===== src/rtl/wash_cycle_sched.sv =====
// Washer cycle scheduler: sequences fill/wash/drain/rinse/spin from a load mode,
// drives valves and motor, and reports phase plus BCD remaining seconds.
module wash_cycle_sched #(
  parameter int unsigned TICK_DIV  = 100000000,
  parameter int unsigned FILL_TMO  = 30,
  parameter int unsigned DRAIN_TMO = 30
) (
  input  logic       clk,
  input  logic       rst,
  input  logic       start,
  input  logic       pause,
  input  logic [1:0] mode,
  input  logic       lid_closed,
  input  logic       level_full,
  input  logic       level_empty,
  output logic       valve_in,
  output logic       valve_out,
  output logic       motor_fwd,
  output logic       motor_rev,
  output logic [1:0] phase,
  output logic [3:0] remain_tens,
  output logic [3:0] remain_ones,
  output logic       done,
  output logic       fault
);

  localparam int unsigned   TW         = (TICK_DIV > 1) ? $clog2(TICK_DIV) : 1;
  localparam logic [TW-1:0] TICK_LAST  = TW'(TICK_DIV - 1);
  localparam logic [5:0]    FILL_LAST  = 6'(FILL_TMO - 1);
  localparam logic [5:0]    DRAIN_LAST = 6'(DRAIN_TMO - 1);

  typedef enum logic [3:0] {
    S_IDLE, S_FILL1, S_WASH, S_DRAIN1, S_FILL2, S_RINSE,
    S_DRAIN2, S_SPIN, S_DONE, S_PAUSE, S_FAULT
  } state_t;

  function automatic logic [5:0] phase_sec(input logic [1:0] m);
    case (m)
      2'b01:   return 6'd10;
      2'b11:   return 6'd20;
      default: return 6'd15;
    endcase
  endfunction

  function automatic logic [5:0] total_sec(input logic [1:0] m);
    case (m)
      2'b00:   return 6'd15;
      2'b01:   return 6'd30;
      2'b10:   return 6'd45;
      default: return 6'd60;
    endcase
  endfunction

  state_t        r_state, r_saved, w_next, w_ph_state;
  logic [TW-1:0] r_tick;
  logic [5:0]    r_timer, r_elapsed, r_remain, w_remain_nxt, w_sec;
  logic [3:0]    r_tens, r_ones;
  logic [1:0]    r_mode, w_el;
  logic          r_start_d;
  logic          w_start_edge, w_accept, w_run, w_timed, w_next_timed;
  logic          w_pause_req, w_go_pause, w_tick, w_enter;

  assign w_start_edge = start && !r_start_d;
  assign w_accept     = (r_state == S_IDLE) && w_start_edge && lid_closed;
  assign w_run        = (r_state >= S_FILL1) && (r_state <= S_SPIN);
  assign w_timed      = (r_state == S_WASH) || (r_state == S_RINSE) || (r_state == S_SPIN);
  assign w_next_timed = (w_next == S_WASH) || (w_next == S_RINSE) || (w_next == S_SPIN);
  assign w_pause_req  = pause || !lid_closed;
  assign w_go_pause   = w_run && w_pause_req;
  assign w_tick       = w_run && !w_pause_req && (r_tick == TICK_LAST);
  // PAUSE entry/exit is not a state entry: tick, timer and elapsed all hold across it.
  assign w_enter      = (w_next != r_state) && (r_state != S_PAUSE) && (w_next != S_PAUSE);
  assign w_sec        = phase_sec(r_mode);
  assign w_el         = w_sec[1:0] - r_timer[1:0];

  always_comb begin
    w_next = r_state;
    case (r_state)
      S_IDLE:  if (w_accept) w_next = (mode == 2'b00) ? S_SPIN : S_FILL1;
      S_DONE:  if (w_start_edge) w_next = S_IDLE;
      S_PAUSE: if (!pause && lid_closed) w_next = r_saved;
      S_FAULT: w_next = S_FAULT;
      default: begin
        if (w_pause_req) w_next = S_PAUSE;
        else begin
          case (r_state)
            S_FILL1:  if (level_full) w_next = S_WASH;
                      else if (w_tick && r_elapsed == FILL_LAST) w_next = S_FAULT;
            S_FILL2:  if (level_full) w_next = S_RINSE;
                      else if (w_tick && r_elapsed == FILL_LAST) w_next = S_FAULT;
            S_DRAIN1: if (level_empty) w_next = S_FILL2;
                      else if (w_tick && r_elapsed == DRAIN_LAST) w_next = S_FAULT;
            S_DRAIN2: if (level_empty) w_next = S_SPIN;
                      else if (w_tick && r_elapsed == DRAIN_LAST) w_next = S_FAULT;
            S_WASH:   if (w_tick && r_timer <= 6'd1) w_next = S_DRAIN1;
            S_RINSE:  if (w_tick && r_timer <= 6'd1) w_next = S_DRAIN2;
            S_SPIN:   if (w_tick && r_timer <= 6'd1) w_next = S_DONE;
            default:  w_next = r_state;
          endcase
        end
      end
    endcase
  end

  always_comb begin
    w_remain_nxt = r_remain;
    if (w_accept) w_remain_nxt = total_sec(mode);
    else if (w_tick && w_timed && r_remain != '0) w_remain_nxt = r_remain - 6'd1;
  end

  always_ff @(posedge clk) begin
    if (rst) begin
      r_state   <= S_IDLE;
      r_saved   <= S_IDLE;
      r_tick    <= '0;
      r_timer   <= '0;
      r_elapsed <= '0;
      r_remain  <= '0;
      r_tens    <= '0;
      r_ones    <= '0;
      r_mode    <= '0;
      r_start_d <= 1'b0;
    end else begin
      r_state   <= w_next;
      r_start_d <= start;
      r_remain  <= w_remain_nxt;
      r_tens    <= 4'(w_remain_nxt / 6'd10);
      r_ones    <= 4'(w_remain_nxt % 6'd10);
      if (w_go_pause) r_saved <= r_state;
      if (w_accept) r_mode <= mode;
      if (w_enter || w_tick) r_tick <= '0;
      else if (w_run && !w_pause_req) r_tick <= r_tick + 1'b1;
      if (w_accept) r_timer <= phase_sec(mode);
      else if (w_enter && w_next_timed) r_timer <= w_sec;
      else if (w_tick && w_timed) r_timer <= r_timer - 6'd1;
      if (w_enter) r_elapsed <= '0;
      else if (w_tick && !w_timed) r_elapsed <= r_elapsed + 6'd1;
    end
  end

  assign w_ph_state = (r_state == S_PAUSE) ? r_saved : r_state;

  always_comb begin
    valve_in  = 1'b0;
    valve_out = 1'b0;
    motor_fwd = 1'b0;
    motor_rev = 1'b0;
    done      = 1'b0;
    fault     = 1'b0;
    phase     = 2'b00;
    case (w_ph_state)
      S_FILL1, S_WASH, S_DRAIN1:  phase = 2'b01;
      S_FILL2, S_RINSE, S_DRAIN2: phase = 2'b10;
      S_SPIN, S_DONE:             phase = 2'b11;
      default:                    phase = 2'b00;
    endcase
    case (r_state)
      S_FILL1, S_FILL2:   valve_in  = 1'b1;
      S_DRAIN1, S_DRAIN2: valve_out = 1'b1;
      S_WASH:  begin motor_fwd = !w_el[0]; motor_rev = w_el[0]; end
      S_RINSE: begin motor_fwd = !w_el[1]; motor_rev = w_el[1]; end
      S_SPIN:  begin motor_fwd = 1'b1; valve_out = 1'b1; end
      S_DONE:  done  = 1'b1;
      S_FAULT: fault = 1'b1;
      default: ;
    endcase
  end

  assign remain_tens = (r_state == S_FAULT) ? '0 : r_tens;
  assign remain_ones = (r_state == S_FAULT) ? '0 : r_ones;

endmodule

===== config.mk =====
export PLATFORM = sky130hd
export DESIGN_NAME = wash_cycle_sched
export DESIGN_NICKNAME = d
export VERILOG_FILES = /design/src/rtl/wash_cycle_sched.sv
export SDC_FILE = /design/constraint.sdc
export NUM_CORES = 1
export LEC_CHECK = 0
export BUFFER_PORTS_ARGS = -buffer_cell sky130_fd_sc_hd__buf_4
export CAP_MARGIN = 40
export CELL_PAD_IN_SITES_DETAIL_PLACEMENT = 0
export CELL_PAD_IN_SITES_GLOBAL_PLACEMENT = 1
export CORE_AREA = 10 10 109 111
export DETAILED_ROUTE_END_ITERATION = 8
export DIE_AREA = 0 0 119 121
export PLACE_DENSITY_LB_ADDON = 0.1
export RECOVER_POWER = 25
export SYNTH_ARGS = -nofsm -noshare
export SYNTH_HDL_FRONTEND = slang
export SYNTH_SLANG_ARGS = --single-unit

===== constraint.sdc =====
create_clock -name clk -period 5.4 [get_ports clk]
set_clock_uncertainty 0.2 [all_clocks]
set_input_delay 0.27 -clock clk [delete_from_list [all_inputs] [get_ports clk]]
set_output_delay 0.27 -clock clk [all_outputs]
set_load 0.02 [all_outputs]

# [After elaboration in Yosys (flattened, before gate mapping)]
# Memory sizes are Yosys's and may differ from the RTL's.
# Index checks and enable logic that the tools add are counted.
[classes] muxes=32 n_div=2 n_reduce_logical=37 add_sub_neg=5 n_eq_ne=23 order_cmp=3
[ops] op="2-to-1 mux 4 bit" n=15
[ops] op="2-to-1 mux 6 bit" n=5
[ops] op="case mux 4 bit (7 select lines)" n=1
[ops] op="adder 27 x 1 -> 27 bit, second input constant" n=1
[ops] op="== test 27 bit, second input constant" n=1
[ops] op="== test 4 x 3 -> 1 bit, second input constant" n=6
[ops] op="case mux 5 bit (2 select lines)" n=2
[ops] op="case mux 6 bit (3 select lines)" n=1
[ops] op="logical AND 1 bit" n=16
[ops] op="case mux 4 bit (4 select lines)" n=1
[ops] op="== test 4 x 2 -> 1 bit, second input constant" n=3
[ops] op="== test 4 bit, second input constant" n=3
[ops] op="subtractor 6 x 1 -> 6 bit, second input constant" n=2
[ops] op="!= test 4 bit, second input constant" n=2
[ops] op="logical NOT 1 bit" n=7
[ops] op="adder 6 x 1 -> 6 bit, second input constant" n=1
[ops] op="divider 6 x 4 -> 6 bit, second input constant" n=1
[ops] op="== test 2 bit, second input constant" n=3
[ops] op="== test 6 x 5 -> 1 bit, second input constant" n=1
[ops] op="less-or-equal comparator 6 x 1 -> 1 bit, second input constant" n=1
[ops] op="logical OR 1 bit" n=6
[ops] op="remainder unit 6 x 4 -> 6 bit, second input constant" n=1
[ops] op="nonzero test 6 bit" n=1
[ops] op="OR reduction 2 bit" n=3
[ops] op="other kinds (14)" n=18
[totals] memories=1 out_inout_bits=16 ff_bits=64 romBits=32 word_cells=113
[mem_list] memory="(name not given)" depth=16 width=2 read_ports=1 rd_ports_with_merged_regs=0 write_ports=0 line="151" source="case (w_ph_state)"

# [Longest topological paths before layout]
# Gate-level depths: netlist (run 1).
[depth] depth_word=17 depth_mapped=17

# [Worst setup path after synthesis (run 1)]
# No wires, ideal clock.
[synth_timing] kind="flip-flop to flip-flop" from="register r_state[0]" to="register r_ones[3]" setup_ns=0.074 stages_incl_launch_ff=16 t_arrival_ns=3.763 path_slack_ns=1.362 n_path_buf=2 path_cell_list="dfxtp_1 buf_6 nor4b_4 o22ai_4 or4_1 o221ai_2 buf_4 nor3_1 a21oi_1 ha_1 a311oi_1 o32a_4 xnor2_2 ha_1 or3_1 a31oi_1"
[synth_between] elab_chain_cells=9 word_cells_on_any_way=18
[synth_lines] item="from (decl)" line="54" source="state_t r_state, r_saved, w_next, w_ph_state;"
[synth_lines] item="from (signal assigned)" line="124" source="r_state <= w_next;"
[synth_lines] item=">= comparator 4 x 1 -> 1 bit or less-or-equal comparator 4 x 3 -> 1 bit (tied branches)" line="65" source="assign w_run = (r_state >= S_FILL1) && (r_state <= S_SPIN);"
[synth_lines] item="logical AND 1 bit" line="65"
[synth_lines] item="logical AND 1 bit (2 in series)" line="70" source="assign w_tick = w_run && !w_pause_req && (r_tick == TICK_LAST);"
[synth_lines] item="logical AND 1 bit (2 in series)" line="108" source="else if (w_tick && w_timed && r_remain != '0) w_remain_nxt = r_remain - 6'd1;"
[synth_lines] item="2-to-1 mux 6 bit" line="108"
[synth_lines] item="2-to-1 mux 6 bit *" line="107" source="if (w_accept) w_remain_nxt = total_sec(mode);"
[synth_lines] item="remainder unit 6 x 4 -> 6 bit *" line="128" source="r_ones <= 4'(w_remain_nxt % 6'd10);"
[synth_lines] item="to (signal assigned)" line="128"
[synth_lines] item="to (decl)" line="57" source="logic [3:0] r_tens, r_ones;"
# Mark *: on every way between the ends. The rest lies on a longest branch, timed or not.
# A chain may end at the register's enable or synchronous reset.

# [Worst setup path in the final report (run 1)]
[layout_timing] from="register r_tick[14]" to="register r_ones[3]"
[layout_between] elab_chain_cells=7
[layout_lines] item="from (decl)" line="55" source="logic [TW-1:0] r_tick;"
[layout_lines] item="from (signal assigned)" line="132" source="else if (w_run && !w_pause_req) r_tick <= r_tick + 1'b1;"
[layout_lines] item="== test 27 bit" line="70"
[layout_lines] item="logical AND 1 bit" line="70"
[layout_lines] item="logical AND 1 bit (2 in series)" line="108"
[layout_lines] item="2-to-1 mux 6 bit" line="108"
[layout_lines] item="2-to-1 mux 6 bit" line="107"
[layout_lines] item="remainder unit 6 x 4 -> 6 bit" line="128"
# Every way passes these cells.

==> results.md, run 1 <==
- Global route overflow: 0
- Max clock buf depth: 2
- Final Util: a little under 50%
- Crit path DAT: roughly 4.8 ns
- Starting Density: ~44%
- Fin crit period: approximately 4.7 ns
- Synth Cell Area: between 4000 and 5000 um^2
- Via count: around 3900
- Worst Path Required: 5.47 ns
- Max VDD drop: around 0.00023 V
- Internal: between 1000 and 1500 uW
- Layout cell share with drive strength beyond 1: between 10 and 15%
- DRT Wirelength: roughly 11000 um
- Filler instances: slightly above 1000
- Leakage: roughly 0.0017 uW
- Avg WL per Cell: about 16 um
- Total core area: between 9000 and 10000 um^2
- Via/cell ratio: 5.63
- Clock share of power: 17.0%
- Synth warnings: 0
- Port buffer count: 23
- Max_cap viols: 0
- Gr usage total: ~16%
- Syn Area/Cell: 7.89 um^2
- Main synth FF type: dfxtp_1
- Sequential share of the synthesized area: approximately 29%
- Sinks on Clock Net: 62
- Clock root buffer: clkbuf_8
- Crit end category: flop
- Sequential power share: about a quarter
- Sw frac: between 40% and 50%
- Hold Path Class: in2reg
- Die X: approximately 120 um
- Slew Limit Fails: 0
- Detail Placement HPWL: 8030 um
- Largest net degree at the start of global routing: 34
- Synth unique cells: 81
- Area grow syn2layout: 9.44%
- Final Power: 2330 uW
- Global placement routability congestion: between 0.9 and 1
- Most frequent cells in the layout: nor2_1 (79), dfxtp_1 (62), nand2_1 (45), a21oi_1 (28), nand3_1 (25)
- Vias in the first global route: between 3000 and 4000
- Post-CTS Setup Inserts: 0
- PwrDens: 500 nW/um^2
- Worst setup SP type: flop
- Psw: 1120 uW
- Number of synthesized flops with an enable pin: 0
- Comb pwr share: a little under 60%
- Actual slew at the worst max-slew pin: about 0.9 ns
- Non-Filler Instances: 693
- Critical Path Fanout Max: 12
- Status: complete, no violations
- Final setup violation count: 0
- FP Rows: 36
- Remaining DRCs: 0
- Final Hold Vio Count: 0
- Asr flop ratio synth: 0%
- Commonest non-fill, non-tap cell in the layout: nor2_1
- Io pins: 25
- First-pass GRT wire length: 18700 um
- Unrepaired setup endpoints after global routing: no
- DRT Pass-1 Iters: 4
- Mapped Nets: 562
- Clock buffer count from CTS: 9
- Iter 0 DRT Violations: between 300 and 400
- CTS H-tree depth: 3
- CTS tree: built
- Yosys reg bits: 62
- Period utilisation layout: about 87%
- Worst rel slew slack: around two fifths
- Reg clk slew, reported paths: 0.08 ns
- Detail Route Antenna Nets: 0
- Post-Place Cells: around 680
- # diodes: 0
- Highest clock rate: roughly 210 MHz
- Die height: about 120 um
- Initial antenna violation count: 0
- Clk_lat worst skew: 0.35 ns
- Final TNS setup: 0 ns
- Die area: approximately 14000 um^2
- Fin nets: roughly 580
- Cell count after synthesis: roughly 540
- Crit Path Class: reg2reg
## per-layer routing
| metal | share of wire, % | global-route usage [%] |
|---|---|---|
| met1 | 48 | 20.1 |
| met2 | 47 | 25.2 |
| met3 | 3.4 | 2.65 |
| met4 | 1.5 | 5.95 |
| met5 | 0 | 0 |
## state kept, by name (all words and copies together), names as in the netlist
signal,count
r_remain,6
r_timer,6
r_saved,4
r_elapsed,6
r_mode,2
r_state,4
r_tens,3
r_ones,3
r_tick,27
r_start_d,1
## stage by stage
stage | cell area [um^2] | hold WS, ns | setup WS [ns]
global placement | 4500 | 0.259 | 0.983
finish | 4670 | 0.0325 | 0.692
floorplan | 4270 | 0.198 | 1.36
CTS | 4720 | 0.0126 | 0.744
global route | 4670 | 0.0164 | 0.389
detailed placement | 4520 | 0.269 | 0.769
## cell families after synthesis
family | Yosys count | share of synthesized area, %
xor+xnor | 41 | 8.59
simple gates | 260 | 32.1
mux | 3 | 0.997
compound gates | 116 | 20.5
flops | 62 | 29.1
buf+inv | 46 | 5.04
fa+ha+maj | 12 | 3.52
other cells | 1 | 0.0879
## power groups by stage
| stage | clock [uW] | sequential [uW] | combinational [uW] |
|---|---|---|---|
| CTS | 412 | 566 | 1380 |
| global route | 432 | 575 | 1510 |
| detailed placement | 0 | 577 | 1380 |
| global placement | 0 | 575 | 1350 |
| finish | 397 | 568 | 1370 |
| floorplan | 0 | 557 | 1080 |
## final cells by class
cell class | instances | area [um^2] | share of cell area, %
inverter | 17 | 63.8 | 1.37
tap | 133 | 166 | 3.56
clock inverter | 5 | 38.8 | 0.831
multi-input combinational | 433 | 2800 | 59.9
clock buffer | 11 | 151 | 3.24
timing repair buffer | 32 | 213 | 4.56
sequential | 62 | 1240 | 26.6
## final timing paths
| path | start | to | slack (ns) | cells after the start |
|---|---|---|---|---|
| worst max-delay path | r_tick[14]$_SDFFE_PP0P_ | r_ones[3]$_SDFF_PP0_ | 0.69 | 13 |
| worst min-delay path | mode[1] | r_mode[1]$_SDFFE_PP0P_ | 0.03 | 3 |
| worst min register to register | r_mode[1]$_SDFFE_PP0P_ | r_mode[1]$_SDFFE_PP0P_ | 0.28 | 2 |
| worst max register to register | r_tick[14]$_SDFFE_PP0P_ | r_ones[3]$_SDFF_PP0_ | 0.69 | 13 |
## repair_timing
item / in CTS / in global routing
endpoints found under the hold margin: 1 / 0
hold buffers: 1 / 0
resized for setup: 0 / 0
## worst max-delay path: stages, from the launching register on
cell      delay [ns]
dfxtp_1         0.38
and4_1          0.34
nand4_1         0.41
or4_1           0.64
o221ai_2        0.48
nor3_1          0.11
a21oi_1         0.34
ha_1            0.27
a311oi_1        0.12
o32a_4          0.40
xnor2_2         0.19
ha_1            0.22
or3_1           0.36
a31oi_1         0.15
## synthesized netlist by cell type, types with 4 or more instances
library cell | number | share of area, %
dfxtp_1 | 62 | 29
nand4_1 | 13 | 1.9
nor4_1 | 7 | 1.0
nor2_1 | 79 | 7.0
o21ai_0 | 14 | 1.6
xor2_1 | 24 | 4.9
or4_1 | 6 | 1.1
and4_1 | 4 | 0.82
a211oi_1 | 7 | 1.2
ha_1 | 12 | 3.5
a21oi_1 | 28 | 3.3
nand3_1 | 25 | 2.9
a31oi_1 | 6 | 0.88
nor3_1 | 12 | 1.4
inv_1 | 16 | 1.4
nand2b_1 | 11 | 1.6
buf_2 | 7 | 0.82
or3_1 | 10 | 1.5
o41ai_1 | 5 | 1.0
clkbuf_1 | 13 | 1.1
o211ai_1 | 4 | 0.70
and2_1 | 7 | 1.0
nand2_1 | 45 | 4.0
o31ai_1 | 4 | 0.70
xnor2_1 | 16 | 3.3
nor2b_1 | 16 | 2.3
and3_1 | 5 | 0.73
(Power assumes the default switching activity.)
==> run 2: changes to the inputs <==
- CORE_AREA: 10 10 109 111 -> 10 10 128 95
- DIE_AREA: 0 0 119 121 -> 0 0 138 105
==> results.md, run 2 (same netlist as run 1, synthesis figures left out) <==
- Status: finished, violations left
- Failing checks: max-capacitance violations, max-slew violations
- # diodes: 0
- Global placement routability congestion: just over 0.9
- Die X: approximately 140 um
- Final setup violation count: 0
- Fin nets: approximately 570
- Remaining DRCs: 0
- Crit path DAT: ~5 ns
- Slowest stage cell, crit path: nor3_1
- Starting Density: between 40% and 50%
- Highest clock rate: 205 MHz
- Worst rel slew slack: -10.9%
- Largest reg by FF count: r_tick
- Die height: ~110 um
- DRT Pass-1 Iters: 5
- Critical Path Fanout Max: 26
- Crit Path Class: reg2reg
- Total core area: 9610 um^2
- Final Hold Vio Count: 0
- Iter 0 DRT Violations: 402
- Port buffer count: 23
- Fin crit period: between 4 and 5 ns
- Area grow syn2layout: 10.8%
- Avg WL per Cell: 16.8 um
- Detail Placement HPWL: 8450 um
- Reg clk slew, reported paths: roughly 0.050 ns
- Gr usage total: ~15%
- Detail Route Antenna Nets: 0
- Io pins: 25
- First-pass GRT wire length: 18800 um
- Crit-path max cell delay: ~0.94 ns
- Stages on the worst setup path: 15
- Initial antenna violation count: 0
- Final TNS setup: 0 ns
- Worst Hold End: r_start_d$_SDFF_PP0_
- Clock root buffer: clkbuf_16
- Max clock buf depth: 2
- Largest delay share family, worst path: simple AND/OR/NAND/NOR gates
- Via count: ~4000
- Post-CTS Setup Inserts: 0
- DRT Wirelength: approximately 11000 um
- Post-cts resize count: 0
- FP Rows: 30
- Filler instances: 970
- Die area: around 14000 um^2
- Crit end category: flop
- Period utilisation layout: 90.1%
- Slew Limit Fails: 33
- Actual slew at the worst max-slew pin: 1.66 ns
- CTS H-tree depth: 3
- Clock buffer count from CTS: 9
- Max VDD drop: about 0.00023 V
- Leakage: ~0.0017 uW
- Max reg flops: 27
- Hold Path Class: in2reg
- Most frequent cells in the layout: nor2_1 (79), dfxtp_1 (62), nand2_1 (45), a21oi_1 (28), nand3_1 (25)
- Commonest non-fill, non-tap cell in the layout: nor2_1
- Worst r2r path cells: 15
- Worst setup SP type: flop
- Hold Path Origin: start
- Max_cap viols: 1
- End of the worst register-to-register path: r_ones[3]$_SDFF_PP0_
- Reg2reg setup slack: roughly 0.53 ns
- Via/cell ratio: between 5 and 6
- Layout cell share with drive strength beyond 1: around a tenth
- CTS tree: built
- Hold slack: 0.00612 ns
- Post-Place Cells: 670
- PwrDens: 529 nW/um^2
- CP bufs+invs: 2
- Global route overflow: 0
- Non-Filler Instances: roughly 690
- Worst-path cell chain: buf_4, nor3_1, nand2_1, buf_4, nand2_1, o21a_1, nor3_1, a21oi_1, ha_1, a311oi_1, o32a_4, xnor2_2, ha_1, or3_1, a31oi_1
- Vias in the first global route: ~3600
- Hold bufs inserted after CTS: 0
- Sinks on Clock Net: 62
- Largest net degree at the start of global routing: 34
- Worst R2R Start: r_state[1]$_SDFF_PP0_
- Hold path cells: 2
- Worst Path Required: roughly 5.4 ns
- Unrepaired setup endpoints after global routing: no
- Clk_lat worst skew: around 0.32 ns
-- run 2: cell count changes in the layout (fill, tap and decap cells not counted), moves of 2 or more --
cell / change
clkbuf_8: -10
clkinv_2: +2
clkbuf_16: +9
inv_6: -3
-- run 2: worst register-to-register path, stage by stage, from the launching register on --
cell	delay, ns
dfxtp_1	0.30
buf_4	0.21
nor3_1	0.95
nand2_1	0.35
buf_4	0.31
nand2_1	0.10
o21a_1	0.26
nor3_1	0.10
a21oi_1	0.33
ha_1	0.25
a311oi_1	0.11
o32a_4	0.40
xnor2_2	0.18
ha_1	0.21
or3_1	0.36
a31oi_1	0.16
-- run 2: area by class of cell --
| cell class | instances | area, um^2 | area share, % |
|---|---|---|---|
| multi-input cells | 433 | 2780 | 58.9 |
| flip-flops and latches | 62 | 1240 | 26.3 |
| clock buffers | 12 | 246 | 5.21 |
| repair buffers | 30 | 211 | 4.47 |
| well taps | 128 | 160 | 3.39 |
| inverters | 17 | 63.8 | 1.35 |
| clock inverters | 4 | 22.5 | 0.476 |
-- run 2: how the worst max path moves through the flow --
stage                                  startpoint                   end  slack (ns)
after floorplan             r_state[0]$_SDFF_PP0_  r_ones[3]$_SDFF_PP0_        1.36
after global placement    r_tick[14]$_SDFFE_PP0P_  r_ones[3]$_SDFF_PP0_        0.95
after detailed placement  r_tick[25]$_SDFFE_PP0P_  r_ones[3]$_SDFF_PP0_        0.82
after CTS                 r_tick[25]$_SDFFE_PP0P_  r_ones[3]$_SDFF_PP0_        0.79
after global routing        r_state[1]$_SDFF_PP0_  r_ones[3]$_SDFF_PP0_        0.18
final                       r_state[1]$_SDFF_PP0_  r_ones[3]$_SDFF_PP0_        0.53
-- run 2: power breakdown --
group          internal [uW]  total, uW  switching, uW
clock network            320        522            201
logic                    525       1410            888
registers                516        565           49.3
-- run 2: metrics by stage --
step                      cell area [um^2]  worst slack [ns]  power, uW  util (%)
after detailed placement              4520             0.818       1990      47.0
after CTS                             4790             0.785       2530      49.8
after floorplan                       4270              1.36       1640         -
after global routing                  4730             0.178       2690      49.2
final                                 4730             0.532       2500      49.2
after global placement                4490             0.953       1940      46.8
-- run 2: layer usage --
metal	GRT usage [%]	wire, um	share of wire (%)
met3	3.35	593	5.2
met5	0	0	0
met1	22.2	5950	52
met4	5.26	209	1.8
met2	21.7	4740	41
